File: src/rtl/fb_draw_scheduler_pkg.sv
// Shared definitions for the frame buffer draw scheduler.
// Holds the screen geometry (640x480), the default pixel/address widths,
// the draw-window counter width and the scheduler state type.
package fb_draw_scheduler_pkg;

    localparam int H_PIX  = 640;
    localparam int V_PIX  = 480;
    localparam int ADDR_W = 19;    // enough for H_PIX*V_PIX pixel addresses
    localparam int PIX_W  = 5;     // 5-bit palette index
    localparam int CNT_W  = 16;    // draw-window cycle counter width

    typedef enum logic [1:0] {
        ST_IDLE = 2'd0,
        ST_DRAW = 2'd1,
        ST_SWAP = 2'd2
    } state_t;

endpackage

File: src/rtl/fb_draw_scheduler_if.sv
// Requester / frame buffer bus of the draw scheduler.
//   req, done        per-requester write request and end-of-frame flag
//   wr_addr, wr_data flattened per-requester address / pixel (requester i in slice i)
//   gnt              one-hot combinational grant back to the requesters
//   fb_we/addr/data  registered frame buffer write port
// master: requester side (drives req/done/wr_*); slave: the scheduler.
interface fb_draw_scheduler_if #(
    parameter int NUM_REQ = 4,
    parameter int ADDR_W  = fb_draw_scheduler_pkg::ADDR_W,
    parameter int PIX_W   = fb_draw_scheduler_pkg::PIX_W
);
    logic [NUM_REQ-1:0]        req;
    logic [NUM_REQ-1:0]        done;
    logic [NUM_REQ*ADDR_W-1:0] wr_addr;
    logic [NUM_REQ*PIX_W-1:0]  wr_data;
    logic [NUM_REQ-1:0]        gnt;
    logic                      fb_we;
    logic [ADDR_W-1:0]         fb_addr;
    logic [PIX_W-1:0]          fb_data;

    modport master (
        output req, done, wr_addr, wr_data,
        input  gnt, fb_we, fb_addr, fb_data
    );

    modport slave (
        input  req, done, wr_addr, wr_data,
        output gnt, fb_we, fb_addr, fb_data
    );
endinterface

File: src/rtl/fb_draw_scheduler_rr_arbiter.sv
// Round-robin arbiter for NUM_REQ requesters.
//   Clk, Reset  clock and asynchronous active-low reset
//   req         eligible requests (already masked by the caller)
//   gnt         one-hot combinational grant
//   gnt_idx     binary index of the granted requester
//   gnt_vld     a grant was issued this cycle
// The search starts one past the last granted index, so after reset
// (pointer = NUM_REQ-1) requester 0 has first priority.
module rr_arbiter #(
    parameter  int NUM_REQ = 4,
    localparam int PTR_W   = (NUM_REQ > 1) ? $clog2(NUM_REQ) : 1
) (
    input  logic               Clk,
    input  logic               Reset,
    input  logic [NUM_REQ-1:0] req,
    output logic [NUM_REQ-1:0] gnt,
    output logic [PTR_W-1:0]   gnt_idx,
    output logic               gnt_vld
);

    logic [PTR_W-1:0] rr_ptr;
    logic [PTR_W-1:0] cand;

    always_comb begin
        gnt     = '0;
        gnt_idx = '0;
        gnt_vld = 1'b0;
        cand    = '0;
        for (int k = 1; k <= NUM_REQ; k++) begin
            cand = PTR_W'((int'(rr_ptr) + k) % NUM_REQ);
            if (!gnt_vld && req[cand]) begin
                gnt[cand] = 1'b1;
                gnt_idx   = cand;
                gnt_vld   = 1'b1;
            end
        end
    end

    always_ff @(posedge Clk or negedge Reset) begin
        if (!Reset) begin
            rr_ptr <= PTR_W'(NUM_REQ - 1);
        end else if (gnt_vld) begin
            rr_ptr <= gnt_idx;
        end
    end

endmodule

File: src/rtl/fb_draw_scheduler.sv
// Frame buffer draw scheduler.
// Opens a draw window on each falling edge of VGA vertical sync, arbitrates
// sprite/layer write requesters round-robin onto a single registered frame
// buffer write port, and requests a front/back buffer swap when every
// requester is done, the window times out, or the next vsync arrives.
//   Clk          system clock
//   Reset        asynchronous active-low reset
//   VS           VGA vertical sync (active-low, asynchronous; synchronized here)
//   clr_overrun  clears the sticky overrun flag
//   bus          requester / frame buffer bus (slave side)
//   buf_swap     one-cycle buffer swap request
//   draw_active  high while a draw window is open
//   overrun      sticky: a window closed before all requesters were done
module fb_draw_scheduler #(
    parameter int NUM_REQ       = 4,
    parameter int ADDR_W        = fb_draw_scheduler_pkg::ADDR_W,
    parameter int PIX_W         = fb_draw_scheduler_pkg::PIX_W,
    parameter int WINDOW_CYCLES = 65536
) (
    input  logic                  Clk,
    input  logic                  Reset,
    input  logic                  VS,
    input  logic                  clr_overrun,
    fb_draw_scheduler_if.slave    bus,
    output logic                  buf_swap,
    output logic                  draw_active,
    output logic                  overrun
);

    import fb_draw_scheduler_pkg::*;

    localparam int                PTR_W    = (NUM_REQ > 1) ? $clog2(NUM_REQ) : 1;
    localparam logic [CNT_W-1:0]  WIN_LAST = CNT_W'(WINDOW_CYCLES - 1);

    state_t             state;
    logic               vs_q0;
    logic               vs_q1;
    logic [NUM_REQ-1:0] done_seen;
    logic [CNT_W-1:0]   win_cnt;

    logic [NUM_REQ-1:0] req_elig;
    logic [NUM_REQ-1:0] gnt;
    logic [PTR_W-1:0]   gnt_idx;
    logic               gnt_vld;
    logic [ADDR_W-1:0]  sel_addr;
    logic [PIX_W-1:0]   sel_data;

    logic [NUM_REQ-1:0] seen_next;
    logic               seen_all;
    logic               timeout;
    logic               vs_fall;

    logic               fb_vld_p1;
    logic [ADDR_W-1:0]  fb_addr_p1;
    logic [PIX_W-1:0]   fb_data_p1;

    // Synchronizer: vs_q0 is the newest sample, vs_q1 the one before.
    always_ff @(posedge Clk or negedge Reset) begin
        if (!Reset) begin
            vs_q0 <= 1'b1;
            vs_q1 <= 1'b1;
        end else begin
            vs_q0 <= VS;
            vs_q1 <= vs_q0;
        end
    end

    assign vs_fall   = vs_q1 & ~vs_q0;
    assign seen_next = done_seen | bus.done;
    assign seen_all  = &seen_next;
    assign timeout   = (win_cnt == WIN_LAST);

    // Requesters that have already reported done are locked out for the
    // rest of the window; a req arriving with its done still wins once.
    assign req_elig = (state == ST_DRAW) ? (bus.req & ~done_seen) : '0;

    rr_arbiter #(.NUM_REQ(NUM_REQ)) u_rr_arbiter (
        .Clk     (Clk),
        .Reset   (Reset),
        .req     (req_elig),
        .gnt     (gnt),
        .gnt_idx (gnt_idx),
        .gnt_vld (gnt_vld)
    );

    assign bus.gnt = gnt;

    // One-hot mux of the granted requester's address and pixel.
    always_comb begin
        sel_addr = '0;
        sel_data = '0;
        for (int i = 0; i < NUM_REQ; i++) begin
            if (gnt[i]) begin
                sel_addr = bus.wr_addr[i*ADDR_W +: ADDR_W];
                sel_data = bus.wr_data[i*PIX_W +: PIX_W];
            end
        end
    end

    // ---- grant -> p1: registered frame buffer write ----
    always_ff @(posedge Clk or negedge Reset) begin
        if (!Reset) begin
            fb_vld_p1  <= 1'b0;
            fb_addr_p1 <= '0;
            fb_data_p1 <= '0;
        end else begin
            fb_vld_p1 <= gnt_vld;
            if (gnt_vld) begin
                fb_addr_p1 <= sel_addr;
                fb_data_p1 <= sel_data;
            end
        end
    end

    assign bus.fb_we   = fb_vld_p1;
    assign bus.fb_addr = fb_addr_p1;
    assign bus.fb_data = fb_data_p1;

    // Window control. buf_swap and draw_active are registered alongside
    // the state so they line up exactly with SWAP and DRAW.
    always_ff @(posedge Clk or negedge Reset) begin
        if (!Reset) begin
            state       <= ST_IDLE;
            done_seen   <= '0;
            win_cnt     <= '0;
            buf_swap    <= 1'b0;
            draw_active <= 1'b0;
            overrun     <= 1'b0;
        end else begin
            buf_swap <= 1'b0;
            case (state)
                ST_IDLE: begin
                    if (vs_fall) begin
                        state       <= ST_DRAW;
                        done_seen   <= '0;
                        win_cnt     <= '0;
                        draw_active <= 1'b1;
                    end
                end
                ST_DRAW: begin
                    done_seen <= seen_next;
                    if (win_cnt != '1) begin
                        win_cnt <= win_cnt + CNT_W'(1);
                    end
                    if (seen_all || timeout || vs_fall) begin
                        state       <= ST_SWAP;
                        buf_swap    <= 1'b1;
                        draw_active <= 1'b0;
                    end
                end
                ST_SWAP: begin
                    // A vsync edge seen here is deliberately ignored.
                    state <= ST_IDLE;
                end
                default: begin
                    state       <= ST_IDLE;
                    draw_active <= 1'b0;
                end
            endcase

            // Setting wins over a same-cycle clear.
            if ((state == ST_DRAW) && (timeout || vs_fall) && !seen_all) begin
                overrun <= 1'b1;
            end else if (clr_overrun) begin
                overrun <= 1'b0;
            end
        end
    end

endmodule

File: src/flat_wrapper.sv
// flat-port wrapper written by rule: the top's interface ports become plain ports
module fb_draw_scheduler_flat import fb_draw_scheduler_pkg::*;
#(
    parameter int NUM_REQ       = 4,
    parameter int ADDR_W        = fb_draw_scheduler_pkg::ADDR_W,
    parameter int PIX_W         = fb_draw_scheduler_pkg::PIX_W,
    parameter int WINDOW_CYCLES = 65536
)
  (Clk, Reset, VS, clr_overrun, buf_swap, draw_active, overrun, bus_req, bus_done, bus_wr_addr, bus_wr_data, bus_gnt, bus_fb_we, bus_fb_addr, bus_fb_data);
  fb_draw_scheduler_if #(.NUM_REQ(NUM_REQ), .ADDR_W(ADDR_W), .PIX_W(PIX_W)) bus_i ();
  input  logic Clk;
  input  logic Reset;
  input  logic VS;
  input  logic clr_overrun;
  output logic buf_swap;
  output logic draw_active;
  output logic overrun;
  input wire logic [$bits(bus_i.req)-1:0] bus_req;
  input wire logic [$bits(bus_i.done)-1:0] bus_done;
  input wire logic [$bits(bus_i.wr_addr)-1:0] bus_wr_addr;
  input wire logic [$bits(bus_i.wr_data)-1:0] bus_wr_data;
  output wire logic [$bits(bus_i.gnt)-1:0] bus_gnt;
  output wire logic [$bits(bus_i.fb_we)-1:0] bus_fb_we;
  output wire logic [$bits(bus_i.fb_addr)-1:0] bus_fb_addr;
  output wire logic [$bits(bus_i.fb_data)-1:0] bus_fb_data;
  assign bus_i.req = bus_req;
  assign bus_i.done = bus_done;
  assign bus_i.wr_addr = bus_wr_addr;
  assign bus_i.wr_data = bus_wr_data;
  assign bus_gnt = bus_i.gnt;
  assign bus_fb_we = bus_i.fb_we;
  assign bus_fb_addr = bus_i.fb_addr;
  assign bus_fb_data = bus_i.fb_data;
  fb_draw_scheduler #(.NUM_REQ(NUM_REQ), .ADDR_W(ADDR_W), .PIX_W(PIX_W), .WINDOW_CYCLES(WINDOW_CYCLES)) u_core (.Clk(Clk), .Reset(Reset), .VS(VS), .clr_overrun(clr_overrun), .bus(bus_i), .buf_swap(buf_swap), .draw_active(draw_active), .overrun(overrun));
endmodule
File: config.mk
export PLATFORM = sky130hd
export DESIGN_NAME = fb_draw_scheduler_flat
export DESIGN_NICKNAME = d
export VERILOG_FILES = /design/src/rtl/fb_draw_scheduler_pkg.sv /design/src/rtl/fb_draw_scheduler_if.sv /design/src/rtl/fb_draw_scheduler_rr_arbiter.sv /design/src/rtl/fb_draw_scheduler.sv /design/src/flat_wrapper.sv
export SDC_FILE = /design/constraint.sdc
export NUM_CORES = 1
export LEC_CHECK = 0
export CAP_MARGIN = 20
export CORE_ASPECT_RATIO = 0.6
export CORE_MARGIN = 1.5
export CORE_UTILIZATION = 40
export DETAILED_ROUTE_END_ITERATION = 7
export PLACE_DENSITY = 0.79
export SYNTH_ARGS = -nofsm -noshare
export SYNTH_HDL_FRONTEND = slang
export SYNTH_HIERARCHICAL = 1
export SYNTH_SLANG_ARGS = --single-unit
File: constraint.sdc
create_clock -name Clk -period 3.6 [get_ports Clk]
set_clock_uncertainty 0.15 [all_clocks]
set_input_delay 0.72 -clock Clk [delete_from_list [all_inputs] [get_ports Clk]]
set_output_delay 0.72 -clock Clk [all_outputs]
set_load 0.005 [all_outputs]
==> reports/results.tsv <==
metric	value	unit
Placer Congestion	0.896	
Top delay family on crit path	simple AND/OR/NAND/NOR gates	
Sw Share	40.6	%
slowest cell delay on critical path	0.49	ns
CP most frequent cell	buf_6	
Initial Util	41.6	%
commonest non-fill, non-tap cells in the layout	clkdlybuf4s50_1 (130), dfrtp_1 (50), nand2_1 (47)	
fin crit period	3.68	ns
Syn Inst Count	413	
Req. time, crit path	3.64	ns
Detailed Place HPWL	8260	um
final wirelength	12500	um
Storage cell area	0.00136	mm^2
cell leakage power	2.35	nW
Syn. warnings	6	
Final nets	683	
Final Non-Filler Cells	679	
die width	125	um
number of buffers added on ports	139	
ANT nets after route	0	
maximum VDD drop	0.355	mV
Rel. slew slack	60.3	%
Global Route Usage Sum	23.3	%
Fillers	664	
first-pass GRT wire length	18100	um
Core Footprint	0.00856	mm^2
Fin. Hold Viols	0	
vias in the first global route	3584	
die area	0.00948	mm^2
share of layout cells above drive strength 1	17.1	%
DRC	0	
# setup viols final	1	
Clock Sinks	54	
clock share of power	13.2	%
cts hold-fix bufs	0	
worst-path maximum fanout	6	
root buf cell	clkbuf_16	
Syn-to-layout area delta	58.2	%
initial antenna violation count	0	
Critical Path, Cell by Cell	nand2b_4, nor3b_4, buf_4, nor3b_1, o211ai_1, nand3_4, buf_6, a221o_2, buf_6, nor2b_4, clkbuf_16, a221oi_2, a211o_1, a31oi_1	
final setup TNS	-0.0812	ns
TritonCTS clock tree	built	
worst skew pair latency	0.29	ns
Final Cell Area	0.00562	mm^2
crit path DAT	3.72	ns
io pins	140	
Reg clk slew, reported paths	0.07	ns
Reg power frac	24.0	%
Final period util	102	%
slowest stage cell, crit path	dfrtp_1	
Psw	0.00173	W
Hold Crit Class	flip-flop to flip-flop	
Setup Crit Path Kind	flip-flop to flip-flop	
clk buf depth	2	
Syn Area/Cell	8.61	um^2
max-slew violation count	0	
drt via density	5.92	
max cap viols	0	
vias after detailed routing	4021	
violated checks	negative setup slack	
status	complete, but fails checks	
Setup WS pre-CTS	-0.325	ns
synthesized area	0.00356	mm^2
Mapped Nets	530	
Avg WL per Cell	18.4	um
Combinational Power Share	62.7	%
cts bufs inserted	5	
FP Rows	26	
chip height	76.0	um
initial DRC count	495	
dpl cell area	0.00512	mm^2
Crit. End Element	flip-flop	
number of diodes	0	
largest net degree at the start of global routing	51	
CP bufs+invs	4	
Worst Tran Pin Value	0.595	ns
maximum clock frequency	272	MHz
grt ovf	0	
setup ws final	-0.0812	ns
dpl cells	656	
1st-pass router iterations	7	
most common cell after layout, fill and taps aside	clkdlybuf4s50_1	
Int Pwr	0.00253	W
startpoint types	flip-flop	
CTS HTree Levels	2	
multi-input logic area	0.00208	mm^2
pwr/cell area	758	mW/mm^2
-- registers in the layout, indices dropped and copies added (netlist names) --
name and count:
u_core/vs_q1 1, u_core/win_cnt 16, u_core/buf_swap 1, u_core/bus.fb_data 5
u_core/bus.fb_addr 19, u_core/draw_active 1, u_core/done_seen 4, u_core/state 2
u_core/u_rr_arbiter/rr_ptr 2, u_core/overrun 1, u_core/bus.fb_we 1, u_core/vs_q0 1
-- worst paths after layout --
kind	startpoint	endpoint	slack, ns	cells after the start
max	u_core/state[0]$_DFFE_PN0P_	u_core/bus.fb_addr[8]$_DFFE_PN0P_	-0.08	14
min	u_core/vs_q0$_DFF_PN1_	u_core/vs_q1$_DFF_PN1_	0.25	0
max reg2reg	u_core/state[0]$_DFFE_PN0P_	u_core/bus.fb_addr[8]$_DFFE_PN0P_	-0.08	14
min reg2reg	u_core/vs_q0$_DFF_PN1_	u_core/vs_q1$_DFF_PN1_	0.25	0
max in group asynchronous	Reset	u_core/u_rr_arbiter/rr_ptr[0]$_DFFE_PN1P_	2.18	2
min in group asynchronous	Reset	u_core/bus.fb_addr[18]$_DFFE_PN0P_	0.27	1
-- power groups by stage --
stage          clock network, W  logic [W]  registers (W)
6_report               0.000563    0.00267        0.00102
5_1_grt                0.000591    0.00288        0.00105
4_1_cts                0.000566    0.00235        0.00101
3_5_place_dp                  0    0.00230        0.00101
3_3_place_gp                  0    0.00224        0.00101
2_1_floorplan                 0    0.00140        0.00100
-- routing by layer --
layer / global-route usage [%] / vias up / routed length (um)
met1: 33.7 / 1941 / 5510
met3: 4.49 / 26 / 1090
li1: - / 1841 / -
met4: 6.78 / 0 / 226
met2: 35.4 / 213 / 5650
met5: 0 / - / 0
-- stage by stage --
stage	utilization (%)	hold slack, ns	power [W]
2_1_floorplan	-	0.221	0.00240
3_3_place_gp	59.9	0.238	0.00325
3_5_place_dp	59.9	0.237	0.00331
4_1_cts	62.9	0.251	0.00393
5_1_grt	65.7	0.256	0.00452
6_report	65.7	0.248	0.00426
-- timing repair --
| item | 4_1_cts | 5_1_grt |
|---|---|---|
| pin swaps | 2 | 7 |
| buffers inserted | 9 | 7 |
| endpoints found under the setup margin | 7 | 28 |
| gates cloned | 0 | 3 |
| gates resized for setup | 25 | 31 |
-- worst reg2reg max path, cell delays in order, from the launching register on --
cell       delay [ns]
dfrtp_1          0.49
nand2b_4         0.16
nor3b_4          0.36
buf_4            0.21
nor3b_1          0.32
o211ai_1         0.21
nand3_4          0.15
buf_6            0.10
a221o_2          0.16
buf_6            0.11
nor2b_4          0.30
clkbuf_16        0.23
a221oi_2         0.06
a211o_1          0.29
a31oi_1          0.26
-- cell type report --
| cell class | instances | area share [%] |
|---|---|---|
| multi-input combinational | 294 | 37.0 |
| timing repair buffer | 180 | 31.3 |
| sequential | 54 | 24.1 |
| tap | 112 | 2.49 |
| clock buffer | 5 | 2.22 |
| inverter | 31 | 2.07 |
| clock inverter | 3 | 0.779 |
No activity file was read; power rests on OpenSTA's default activity.
